===== src/rtl/ch_debounce.sv =====
// ch_debounce: two-flop synchronizer plus per-bit stability counter for CH7..CH0.
// Ports: CLK, RST (sync, active-high), CH_RAW[7:0], HOLD -> CH_OUT[7:0], CH_CHG[7:0], CH_ANY.
module ch_debounce #(
  parameter int DEB_CYCLES = 50000,
  parameter int CNT_W      = 16
) (
  input  logic       CLK,
  input  logic       RST,
  input  logic [7:0] CH_RAW,
  input  logic       HOLD,
  output logic [7:0] CH_OUT,
  output logic [7:0] CH_CHG,
  output logic       CH_ANY
);

  localparam logic [CNT_W-1:0] LIM = CNT_W'(DEB_CYCLES - 1);

  logic [7:0]       r_s1;
  logic [7:0]       r_s2;
  logic [CNT_W-1:0] r_cnt [8];
  logic [7:0]       r_out;
  logic [7:0]       r_chg;
  logic             r_any;

  logic [CNT_W-1:0] w_cnt_nxt [8];
  logic [7:0]       w_out_nxt;
  logic [7:0]       w_chg_nxt;

  // A bit flips only after S2 has disagreed with CH_OUT for
  // DEB_CYCLES consecutive evaluated edges; any agreement restarts.
  always_comb begin
    w_out_nxt = r_out;
    w_chg_nxt = 8'h00;
    for (int i = 0; i < 8; i++) begin
      w_cnt_nxt[i] = r_cnt[i];
      if (HOLD) begin
        w_cnt_nxt[i] = '0;
      end else if (r_s2[i] == r_out[i]) begin
        w_cnt_nxt[i] = '0;
      end else if (r_cnt[i] == LIM) begin
        w_cnt_nxt[i] = '0;
        w_out_nxt[i] = r_s2[i];
        w_chg_nxt[i] = 1'b1;
      end else begin
        w_cnt_nxt[i] = r_cnt[i] + 1'b1;
      end
    end
  end

  // Synchronizers keep sampling during HOLD so a release
  // evaluates already-settled levels.
  always_ff @(posedge CLK) begin
    if (RST) begin
      r_s1  <= 8'h00;
      r_s2  <= 8'h00;
      r_out <= 8'h00;
      r_chg <= 8'h00;
      r_any <= 1'b0;
      for (int i = 0; i < 8; i++) begin
        r_cnt[i] <= '0;
      end
    end else begin
      r_s1  <= CH_RAW;
      r_s2  <= r_s1;
      r_out <= w_out_nxt;
      r_chg <= w_chg_nxt;
      r_any <= |w_chg_nxt;
      for (int i = 0; i < 8; i++) begin
        r_cnt[i] <= w_cnt_nxt[i];
      end
    end
  end

  assign CH_OUT = r_out;
  assign CH_CHG = r_chg;
  assign CH_ANY = r_any;

endmodule

===== config.mk =====
export PLATFORM = sky130hd
export DESIGN_NAME = ch_debounce
export DESIGN_NICKNAME = d
export VERILOG_FILES = /design/src/rtl/ch_debounce.sv
export SDC_FILE = /design/constraint.sdc
export NUM_CORES = 1
export LEC_CHECK = 0
export ABC_AREA = 1
export BUFFER_PORTS_ARGS = -buffer_cell sky130_fd_sc_hd__buf_4
export CAP_MARGIN = 20
export CELL_PAD_IN_SITES_DETAIL_PLACEMENT = 1
export CELL_PAD_IN_SITES_GLOBAL_PLACEMENT = 2
export CORE_UTILIZATION = 41
export CTS_BUF_LIST = sky130_fd_sc_hd__clkbuf_4
export DETAILED_ROUTE_END_ITERATION = 8
export HOLD_SLACK_MARGIN = 0.1
export PLACE_DENSITY_LB_ADDON = 0.3
export SLEW_MARGIN = 5
export SYNTH_ARGS = -nofsm -noshare
export SYNTH_HDL_FRONTEND = slang
export SYNTH_SLANG_ARGS = --single-unit
export TNS_END_PERCENT = 20

===== constraint.sdc =====
create_clock -name CLK -period 2.16 [get_ports CLK]
set_input_delay 0.108 -clock CLK [delete_from_list [all_inputs] [get_ports CLK]]
set_output_delay 0.108 -clock CLK [all_outputs]
set_load 0.01 [all_outputs]

==> results.txt, run 1 <==
Final nets: 1035
DRC Markers: 0
Routed WL per cell: 12.5 µm
global-route wire length before repair: 27.1 mm
Sequential Power Share: 0.622
Worst Skew: 0.0204 ns
Syn Std Cell Area: 7290 µm²
CORE AREA: 17400 µm²
CTS Buffer Depth: 2
post-CTS setup buffer count: 0
# IOs: 28
via count: 6019
ANT nets after route: 0
first drt pass iteration count: 4
DIE AREA: 18300 µm²
Crit. End Element: register
P_sw: 1.20 mW
cts bufs inserted: 17
Worst setup SP type: register
Post-Synthesis Net Count: 983
antenna violations before repair: 1
Sw Share: 0.250
Seq/Total Area, Yosys: 0.442
post-detail-place hpwl: 11.7 mm
RSZ-0062 raised after global routing: no
Post-Synthesis Cells: 964
fmax: 0.581 GHz
setup violators final: 0
hold crit path type: reg2reg
total power: 4.82 mW
CTS Sinks: 161
Ys Warns: 0
Initial Utilization: 0.420
power per cell area: 592 nW/µm²
Worst Tran Pin Value: 0.436 ns
Die Height: 135 µm
largest net degree at the start of global routing: 31
Port Buf Inserts: 27
Synth area leader: dfxtp_1
Critical Path AT: 2.23 ns
synth top area cells: dfxtp_1, nor2_1, nand2_1
worst-skew pair later-pin latency: 0.56 ns
Max VDD drop: 437 µV
total track usage: 0.186
H-tree depth: 4
setup tns final: 0 ns
DRT Wirelength: 15.7 mm
Period minus WS final: 1.72 ns
Unique masters post-synth: 37
Via density: 4.80
Required @ worst endpoint: 2.67 ns
RePlAce Congestion: 0.752
Setup WS pre-CTS: 0.463 ns
power share of the combinational group: 0.023
row cnt: 48
Seq cells post-synth: 161
Setup CP Type: reg2reg
# Max-Cap Violations: 0
vias in the first global route: 6003
ratio of cells with drive above 1 in the final layout: 0.125
TritonCTS clock tree: built
CTS Root Cell: clkbuf_4
area grow syn2layout: 11.5%
final global-route overflow total: 0
run status: completed
Reg clk slew, reported paths: 0.15 ns
Slew Limit Fails: 0
Avg Synthesized Cell Area: 7.57 µm²
top cell type's share of synthesized area: 0.442
Clk pwr share: 0.355
post-CTS sizing: 0
Die W: 135 µm
Int Pwr: 3.61 mW
critical-path maximum fanout: 16
initial drt markers: 150
worst setup margin: 0.439 ns
Lkg Pwr: 2.97 nW
final hold vios: 0
Slew HR: 0.709
Tcrit/Tclk final: 0.797
[synthesized netlist by cell type (all sizes together)]
| library cell | count |
|---|---|
| a211oi | 4 |
| a21oi | 55 |
| a31oi | 5 |
| and3 | 1 |
| buf | 9 |
| clkbuf | 3 |
| dfxtp | 161 |
| ha | 8 |
| inv | 129 |
| nand2 | 165 |
| nand3 | 64 |
| nand3b | 1 |
| nand4 | 12 |
| nor2 | 196 |
| nor3 | 57 |
| nor3b | 16 |
| nor4 | 5 |
| o21a | 13 |
| o21ai | 15 |
| o21bai | 1 |
| or2 | 9 |
| xnor2 | 9 |
| xor2 | 26 |
[layer usage]
layer | routed length (µm) | up-vias | track usage
met4 | 151 | 0 | 0.0581
met3 | 374 | 14 | 0.0400
met5 | 0 | - | 0
li1 | - | 3177 | -
met2 | 7330 | 39 | 0.311
met1 | 7860 | 2789 | 0.238
[layout by cell type, fill, tap and decap left out, types with 6 or more instances in the layout]
cell type and count:
o21ai_0 11, xor2_1 26, nor2_1 178, dlygate4sd3_1 18, nand2_2 7, nand3_1 44, inv_2 6, xnor2_1 9
nor3_1 48, a21oi_1 54, nand4_1 12, nor3b_1 12, inv_1 123, ha_1 8, o21a_1 13, nor2_2 15
nand2_1 158, clkbuf_4 17, nand3_2 19, dfxtp_1 161, buf_4 27
[layout make-up]
cell class,instances,area [µm²]
flip-flops and latches,161,3220
well taps,225,282
diodes,1,2.50
fillers,2195,9220
clock buffers,17,128
clock inverters,15,135
repair buffers,45,383
multi-input cells,662,3500
inverters,129,484
[worst max-delay path, stage by stage (launching register included)]
cell	delay (ns)
dfxtp_1	0.36
ha_1	0.23
nand2_2	0.10
inv_1	0.07
nand2_1	0.09
nor2_1	0.06
nand2_1	0.07
nand3_2	0.29
a21oi_1	0.25
o21a_1	0.14
[what timing repair did]
| action | CTS | global route |
|---|---|---|
| endpoints found under the hold margin | 32 | 0 |
| hold buffers | 18 | 0 |
| setup endpoints to repair | 0 | 0 |
[through the flow]
step	hold slack (ns)	area (µm²)	utilization	instances
5_1_grt	0.433	8130	0.469	1255
3_3_place_gp	0.330	7690	0.443	1204
4_1_cts	0.410	8130	0.468	1254
2_1_floorplan	0.215	7290	-	964
3_5_place_dp	0.337	7690	0.443	1204
6_report	0.404	8130	0.469	1255
[registers in the layout, summed over array words and instances, names as in the netlist]
register  cells
CH_ANY        1
CH_OUT        8
r_s1          8
r_s2          8
CH_CHG        8
r_cnt       128
[worst paths after layout]
path,startpoint,to,slack [ns],cells past startpoint
worst min register to register,r_s1[3],r_s2[3],0.40,2
worst max-delay path,r_cnt[1][32],r_cnt[1][40],0.44,9
worst min-delay path,r_s1[3],r_s2[3],0.40,2
worst max register to register,r_cnt[1][32],r_cnt[1][40],0.44,9
[cells by family (layout without fill, tap and decap cells)]
| family | count (synthesis) | in the layout | share of synthesized area |
|---|---|---|---|
| fa+ha+maj | 8 | 8 | 0.0137 |
| compound gates | 93 | 93 | 0.0714 |
| simple gates | 526 | 526 | 0.352 |
| flops | 161 | 161 | 0.442 |
| buf+inv | 141 | 206 | 0.0787 |
| xor+xnor | 35 | 35 | 0.0420 |
| other cells | 0 | 1 | 0 |
[power by group through the flow]
stage          Sequential, mW  Clock, mW  Combinational (mW)
3_3_place_gp             3.06          0              0.0839
4_1_cts                  3.00       1.81               0.111
6_report                 2.99       1.71               0.110
5_1_grt                  3.00       1.93               0.123
3_5_place_dp             3.06          0              0.0858
2_1_floorplan            3.06          0              0.0540
(Power assumes the default switching activity.)
==> inputs of run 2 (changes only) <==
--- a/config.mk
+++ b/config.mk
@@ -10,7 +10,7 @@
 export CAP_MARGIN = 20
 export CELL_PAD_IN_SITES_DETAIL_PLACEMENT = 1
 export CELL_PAD_IN_SITES_GLOBAL_PLACEMENT = 2
-export CORE_UTILIZATION = 41
+export CORE_UTILIZATION = 34
 export CTS_BUF_LIST = sky130_fd_sc_hd__clkbuf_4
 export DETAILED_ROUTE_END_ITERATION = 8
 export HOLD_SLACK_MARGIN = 0.1
==> constraint.sdc (replaced) <==
create_clock -name CLK -period 1.4 [get_ports CLK]
set_input_delay 0.07 -clock CLK [delete_from_list [all_inputs] [get_ports CLK]]
set_output_delay 0.07 -clock CLK [all_outputs]
set_load 0.01 [all_outputs]
==> results.txt, run 2 (synthesized netlist as in run 1, its figures left out) <==
run status: complete, but fails checks
violated checks: setup timing
commonest non-fill, non-tap cell in the layout: nor2_1
total power: 7.95 mW
worst setup margin: -0.0714 ns
Final nets: 1168
initial drt markers: 136
total track usage: 0.173
Critical Path AT: 1.97 ns
Tcrit/Tclk final: 1.05
Worst Tran Pin Value: 0.526 ns
row cnt: 53
antenna violations before repair: 1
most frequent cells in the layout: nor2_1, buf_4, nand2_1
Crit. End Element: register
CTS Buffer Depth: 2
DRC Markers: 0
final hold vios: 0
Worst setup SP type: register
fmax: 0.680 GHz
Placed Area: 8580 µm²
Die W: 148 µm
RSZ-0062 raised after global routing: yes
Biggest register: r_cnt
DIE AREA: 22000 µm²
final global-route overflow total: 0
global-route wire length before repair: 30.7 mm
Initial Utilization: 0.347
cts bufs inserted: 17
Period minus WS final: 1.47 ns
critical-path maximum fanout: 3
largest net degree at the start of global routing: 18
post-route cell area: 10100 µm²
# IOs: 28
# Max-Cap Violations: 0
post-detail-place hpwl: 13.0 mm
Port Buf Inserts: 27
Max VDD drop: 529 µV
first drt pass iteration count: 5
Required @ worst endpoint: 1.90 ns
vias in the first global route: 6636
Slew HR: 0.649
Slew Limit Fails: 0
Lkg Pwr: 3.90 nW
worst-skew pair later-pin latency: 0.57 ns
hold crit path type: in2reg
CTS Root Cell: clkbuf_4
Setup WS pre-CTS: -0.103 ns
H-tree depth: 4
area grow syn2layout: 39.1%
setup tns final: -0.159 ns
Setup CP Type: reg2reg
RePlAce Congestion: 0.728
DRT Wirelength: 19.0 mm
ratio of cells with drive above 1 in the final layout: 0.370
setup violators final: 4
max reg flops: 128
Routed WL per cell: 13.2 µm
Worst Skew: 0.0169 ns
Reg clk slew, reported paths: 0.15 ns
Die Height: 148 µm
CTS Sinks: 161
via count: 6662
TritonCTS clock tree: built
Min Hold Slack: 0.306 ns
ANT nets after route: 0
power per cell area: 784 nW/µm²
CORE AREA: 21000 µm²
Via density: 4.63
-- run 2: stage by stage --
stage                util  cells
floorplan               -    964
global placement    0.408   1358
detailed placement  0.408   1358
CTS                 0.446   1416
global route        0.483   1438
finish              0.483   1438
-- run 2: area by class of cell --
type | instances | area [µm²]
Sequential cell | 161 | 3310
Antenna cell | 1 | 2.50
Fill cell | 2555 | 10900
Inverter | 129 | 489
Timing Repair Buffer | 177 | 1490
Multi-Input combinational cell | 663 | 4190
Clock inverter | 14 | 181
Clock buffer | 18 | 135
Tap cell | 275 | 344
-- run 2: report_power, final --
part           switching [mW]  internal [mW]  leakage [nW]  total (mW)
sequential             0.0147           4.59          1.33        4.61
combinational           0.121          0.112          2.42       0.233
clock                    1.83           1.28         0.156        3.11
total                    1.97           5.99          3.90        7.95
-- run 2: final timing paths --
kind | from | end | slack (ns) | cells after the start
max | r_cnt[0][33] | CH_ANY | -0.07 | 9
min reg2reg | r_s1[1] | r_s2[1] | 0.40 | 2
max reg2reg | r_cnt[0][33] | CH_ANY | -0.07 | 9
min | RST | CH_CHG[4] | 0.31 | 3
-- run 2: per-layer routing --
layer,vias up,GRT usage,wire length (µm)
met5,-,0,0
met4,0,0.0531,247
met3,14,0.0334,404
met2,42,0.299,9590
met1,3151,0.216,8800
li1,3455,-,-
-- run 2: critical path, stage by stage (launching register included) --
cell and delay, ns:
dfxtp_2 0.38, ha_4 0.14, nand2_2 0.06, inv_2 0.08, nand2_4 0.07, nor2_4 0.12
nand4_1 0.23, nand2_1 0.14, nor2_1 0.05, a21oi_1 0.13
-- run 2: timing repair --
action | 4_1_cts | 5_1_grt
hold buffers | 18 | 0
setup endpoints to repair | 102 | 130
cloned | 2 | 0
resized for setup | 70 | 175
setup buffers | 6 | 21
endpoints found under the hold margin | 109 | 0
pin swaps | 16 | 59
